`config.mk`:
```
export PLATFORM = sky130hd
export DESIGN_NAME = mmio_arbiter
export DESIGN_NICKNAME = d
export VERILOG_FILES = /design/src/rtl/mmio_arbiter.sv
export SDC_FILE = /design/constraint.sdc
export NUM_CORES = 1
export LEC_CHECK = 0
export ABC_AREA = 1
export BUFFER_PORTS_ARGS = -buffer_cell sky130_fd_sc_hd__buf_2
export CAP_MARGIN = 25
export CORE_AREA = 2 2 182 184
export CTS_BUF_LIST = sky130_fd_sc_hd__clkbuf_8
export DETAILED_ROUTE_END_ITERATION = 7
export DIE_AREA = 0 0 184 186
export PLACE_DENSITY = 0.53
export SETUP_SLACK_MARGIN = 0.02
export SKIP_CTS_REPAIR_TIMING = 1
export SKIP_LAST_GASP = 1
export SLEW_MARGIN = 20
export SYNTH_ARGS = -nofsm -noshare
export SYNTH_HDL_FRONTEND = slang
export SYNTH_SLANG_ARGS = --single-unit
```
`constraint.sdc`:
```
create_clock -name clk -period 1.65 [get_ports clk]
set_input_delay 0.2475 -clock clk [delete_from_list [all_inputs] [get_ports clk]]
set_output_delay 0.2475 -clock clk [all_outputs]
set_load 0.01 [all_outputs]
```
`src/rtl/mmio_arbiter.sv`:
```
// mmio_arbiter: shares the single mmio port between IFU (read-only) and LSU (read/write).
// Latency: accept at cycle N, mmio strobe at N+1, response valid at N+2 (3 cycles minimum).
// Backpressure: response held stable until owner's rsp_ready; no requests accepted until then.
// Optional macro ARB_RR_EN: round-robin arbitration instead of fixed LSU-over-IFU priority.
module mmio_arbiter #(
    parameter int ADDR_W = 32,
    parameter int DATA_W = 64,
    parameter int WDT_W  = 4
) (
    input  logic              clk,
    input  logic              rst_n,
    input  logic              if_req_valid,
    output logic              if_req_ready,
    input  logic [ADDR_W-1:0] if_req_addr,
    output logic              if_rsp_valid,
    input  logic              if_rsp_ready,
    output logic [DATA_W-1:0] if_rsp_data,
    input  logic              ls_req_valid,
    output logic              ls_req_ready,
    input  logic              ls_req_wen,
    input  logic [ADDR_W-1:0] ls_req_addr,
    input  logic [DATA_W-1:0] ls_req_wdata,
    input  logic [WDT_W-1:0]  ls_req_wdt_op,
    output logic              ls_rsp_valid,
    input  logic              ls_rsp_ready,
    output logic [DATA_W-1:0] ls_rsp_data,
    output logic [ADDR_W-1:0] mem_raddr,
    output logic [ADDR_W-1:0] mem_waddr,
    output logic [DATA_W-1:0] mem_wdata,
    output logic [WDT_W-1:0]  mem_wdt_op,
    output logic              mem_ren,
    output logic              mem_wen,
    input  logic [DATA_W-1:0] mem_rdata,
    output logic              busy
);

    typedef enum logic [1:0] {IDLE = 2'd0, ACCESS = 2'd1, RESP = 2'd2} state_t;

    localparam logic [1:0] OWN_NONE = 2'd0;
    localparam logic [1:0] OWN_IF   = 2'd1;
    localparam logic [1:0] OWN_LS   = 2'd2;

    state_t            state;
    state_t            state_nxt;
    logic [1:0]        owner;
    logic [ADDR_W-1:0] lat_addr;
    logic              lat_wen;
    logic [DATA_W-1:0] lat_wdata;
    logic [WDT_W-1:0]  lat_wdt;
    logic [DATA_W-1:0] rsp_q;
    logic              grant_ls;
    logic              grant_if;
    logic              accept;
    logic              rsp_hs;

`ifdef ARB_RR_EN
    // last_ls=0 means IFU was served last, so LSU wins the first tie after reset
    logic last_ls;

    // On a tie, the requester not served last wins; a lone requester always wins
    always_comb begin
        grant_ls = ls_req_valid && (!if_req_valid || !last_ls);
        grant_if = if_req_valid && !grant_ls;
    end

    // Remember who was granted at each acceptance
    always_ff @(posedge clk or negedge rst_n) begin
        if (!rst_n)
            last_ls <= 1'b0;
        else if (accept)
            last_ls <= grant_ls;
    end
`else
    // Fixed priority: LSU always beats IFU
    always_comb begin
        grant_ls = ls_req_valid;
        grant_if = if_req_valid && !ls_req_valid;
    end
`endif

    assign accept = (state == IDLE) && (grant_ls || grant_if);
    assign rsp_hs = (state == RESP) &&
                    (((owner == OWN_IF) && if_rsp_ready) ||
                     ((owner == OWN_LS) && ls_rsp_ready));

    // State register
    always_ff @(posedge clk or negedge rst_n) begin
        if (!rst_n)
            state <= IDLE;
        else
            state <= state_nxt;
    end

    // Next-state: ACCESS always lasts exactly one cycle
    always_comb begin
        state_nxt = state;
        case (state)
            IDLE:    if (accept) state_nxt = ACCESS;
            ACCESS:  state_nxt = RESP;
            RESP:    if (rsp_hs) state_nxt = IDLE;
            default: state_nxt = IDLE;
        endcase
    end

    // Latch the winning request, capture read data in ACCESS, release owner on response handshake
    always_ff @(posedge clk or negedge rst_n) begin
        if (!rst_n) begin
            owner     <= OWN_NONE;
            lat_addr  <= '0;
            lat_wen   <= 1'b0;
            lat_wdata <= '0;
            lat_wdt   <= '0;
            rsp_q     <= '0;
        end else begin
            if (accept) begin
                owner     <= grant_ls ? OWN_LS : OWN_IF;
                lat_addr  <= grant_ls ? ls_req_addr : if_req_addr;
                lat_wen   <= grant_ls && ls_req_wen;
                lat_wdata <= grant_ls ? ls_req_wdata : '0;
                lat_wdt   <= grant_ls ? ls_req_wdt_op : '0;
            end
            if (state == ACCESS)
                rsp_q <= lat_wen ? '0 : mem_rdata;
            if (rsp_hs)
                owner <= OWN_NONE;
        end
    end

    // Outputs: ready only in IDLE to the winner, strobes only in ACCESS, responses only in RESP
    always_comb begin
        if_req_ready = (state == IDLE) && grant_if;
        ls_req_ready = (state == IDLE) && grant_ls;
        mem_raddr    = '0;
        mem_waddr    = '0;
        mem_wdata    = '0;
        mem_wdt_op   = '0;
        mem_ren      = 1'b0;
        mem_wen      = 1'b0;
        if_rsp_valid = 1'b0;
        if_rsp_data  = '0;
        ls_rsp_valid = 1'b0;
        ls_rsp_data  = '0;
        busy         = (state != IDLE);
        if (state == ACCESS) begin
            mem_raddr  = lat_addr;
            mem_waddr  = lat_addr;
            mem_wdata  = lat_wdata;
            mem_wdt_op = lat_wdt;
            mem_ren    = !lat_wen;
            mem_wen    = lat_wen;
        end
        if (state == RESP) begin
            if (owner == OWN_IF) begin
                if_rsp_valid = 1'b1;
                if_rsp_data  = rsp_q;
            end
            if (owner == OWN_LS) begin
                ls_rsp_valid = 1'b1;
                ls_rsp_data  = rsp_q;
            end
        end
    end

endmodule

```
==> reports/metrics.csv <==
metric,value,unit
min Tclk post-route,2.06,ns
Synth area leader,dfrtp_1,
synth top area cells,"dfrtp_1, nand2_1, nor2_1",
GPL Wtd Cong,0.809,
outcome,finished with violations,
family with the most delay on the worst path,buffers and inverters,
sequential fraction of the synthesis area,0.499,
grt total ovfl,0,
core area,0.0322,mm²
Yosys top cell area share,0.499,
Worst Tran Pin Value,0.439,ns
Final ANT Viol Nets,0,
DRC,0,
most numerous cell in the Yosys netlist,nand2_1,
worst stage delay on the critical path,0.41,ns
critical path endpoint category,output pin,
Initial DRC Count,338,
First-pass DRT Iterations,5,
CTS tree,yes,
Leakage,8.11,nW
WS Path Type,flip-flop to output pin,
share of cells above drive strength 1,0.407,
row cnt,66,
final hold violations,0,
total wire length,33700,µm
dpl ws,0.00363,ns
Post-Synthesis Cells,1122,
synthesized flop and latch total,169,
Clock Latency Late Sink,0.47,ns
Final Core Density,0.429,
crit start category,flip-flop,
failing checks,negative setup slack,
skew final,0.0180,ns
P per Cell Area,559,mW/mm²
Max Cap Viol,0,
Post-synth EDFFs,0,
hold_ws,0.00247,ns
final setup fails,266,
dpl cells,1939,
Nets,1876,
Final HPWL DP,21700,µm
CP required,1.40,ns
top_reg_cell synth,dfrtp_1,
IO buf count,469,
DIE HEIGHT,186,µm
CTS Sinks,169,
HP Class,primary input to flip-flop,
first-pass GRT wire length,41500,µm
synth unique cells,15,
Mapped Area,0.00848,mm²
Syn Nets,1325,
largest net degree at the start of global routing,66,
RSZ-0062 raised after global routing,true,
Area growth syn-to-layout,62.7,%
"Clk pin slew, worst setup/hold paths",0.10,ns
power after layout,7.71,mW
Synth Warn #,0,
fin. max-slew vios,0,
"non-filler cells, final",2097,
fraction of registers with async set/reset,1.00,
die width,184,µm
CTS Buffer Depth,2,
slowest cell on the critical path,dfrtp_1,
Post-Syn Area per Cell,7.56,µm²
vias in the first global route,7764,
Max VDD drop,0.382,mV
die footprint,0.0342,mm²
Total GRT Usage,0.160,
vias,9007,
H-tree depth,4,
CTS Root Cell,clkbuf_8,
vias per cell,4.30,
synth cell count leaders,"nand2_1, nor2_1, inv_1",
worst path buffer plus inverter count,4,
Tcrit/Tclk final,1.25,
relative slew slack,0.708,
initial antenna violation count,5,
fmax,485,MHz
IO Count,470,
total CTS buffers,17,
Final WS setup,-0.412,ns
Initial Utilization,0.263,
"Max FO, Critical Path",33,
crit path DAT,1.81,ns
WL per Instance,16.1,µm
CP cell instances,"buf_6, inv_4, nor2_4, nand2_4, buf_12, nor2_1, buf_2",
## power by group
group	internal, mW	switching [mW]	leakage (nW)
clock	1.23	1.70	0.184
combinational	0.376	0.276	6.44
sequential	4.14	0	1.49
total	5.74	1.97	8.11
## final cells by class
class	count	area [µm²]
inverters	178	683
fillers	3196	18400
multi-input cells	676	3410
diodes	3	7.51
well taps	408	510
flip-flops and latches	169	4230
repair buffers	631	4580
clock inverters	15	141
clock buffers	17	234
## state kept, by name, summed over array words and instances, names as in the netlist
signal     cells
lat_wen        1
lat_wdt        4
state          2
rsp_q         64
lat_addr      32
owner          2
lat_wdata     64
## cell families (layout without fill, tap and decap cells)
kind of cell           after synthesis  after routing  share of synthesized area
other                                0              3                          0
buffers and inverters              277            841                      0.162
AOI/OAI and AO/OA                  166            166                      0.111
and+or+nand+nor                    510            510                      0.228
DFF                                169            169                      0.499
## per-layer routing
metal | vias to the layer above | part of all wire | global-route usage
li1 | 4406 | - | -
met1 | 4153 | 0.40 | 0.181
met2 | 391 | 0.52 | 0.291
met3 | 55 | 0.055 | 0.0401
met4 | 2 | 0.027 | 0.0566
met5 | - | 0.00033 | 0
## worst reg2reg max path: stages (launching register included)
cell	delay (ns)
dfrtp_1	0.42
buf_6	0.14
nor2_4	0.14
o21ai_2	0.10
inv_4	0.14
buf_12	0.26
o21ai_0	0.16
## placed cells by master (no fill, tap or decap), drive strengths merged
cell         count
dlygate4sd3    101
nand2          270
bufinv           1
o21ai          166
clkbuf          26
clkinvlp         4
dfrtp          169
diode            3
inv            184
buf            521
clkinv           4
nand3            6
nor2           234
## per-stage QoR
stage          cell area (µm²)  setup TNS, ns
2_1_floorplan             8480              0
3_3_place_gp             11100              0
3_5_place_dp             11100              0
4_1_cts                  11500        -103.46
5_1_grt                  13800        -114.27
6_report                 13800         -82.74
## final timing paths
check / slack (ns) / end / cells after the start / startpoint
setup / recovery: -0.41 / ls_rsp_data[40] / 7 / state[1]
hold / removal: 0.002 / rsp_q[0] / 3 / mem_rdata[0]
setup reg to reg: 0.16 / lat_wdata[58] / 6 / state[1]
hold reg to reg: 0.53 / lat_wdata[41] / 2 / lat_wdata[41]
max in group asynchronous: 0.75 / lat_wdata[33] / 3 / rst_n
min in group asynchronous: 0.31 / rsp_q[34] / 2 / rst_n
Power figures use the tool's default switching activity.
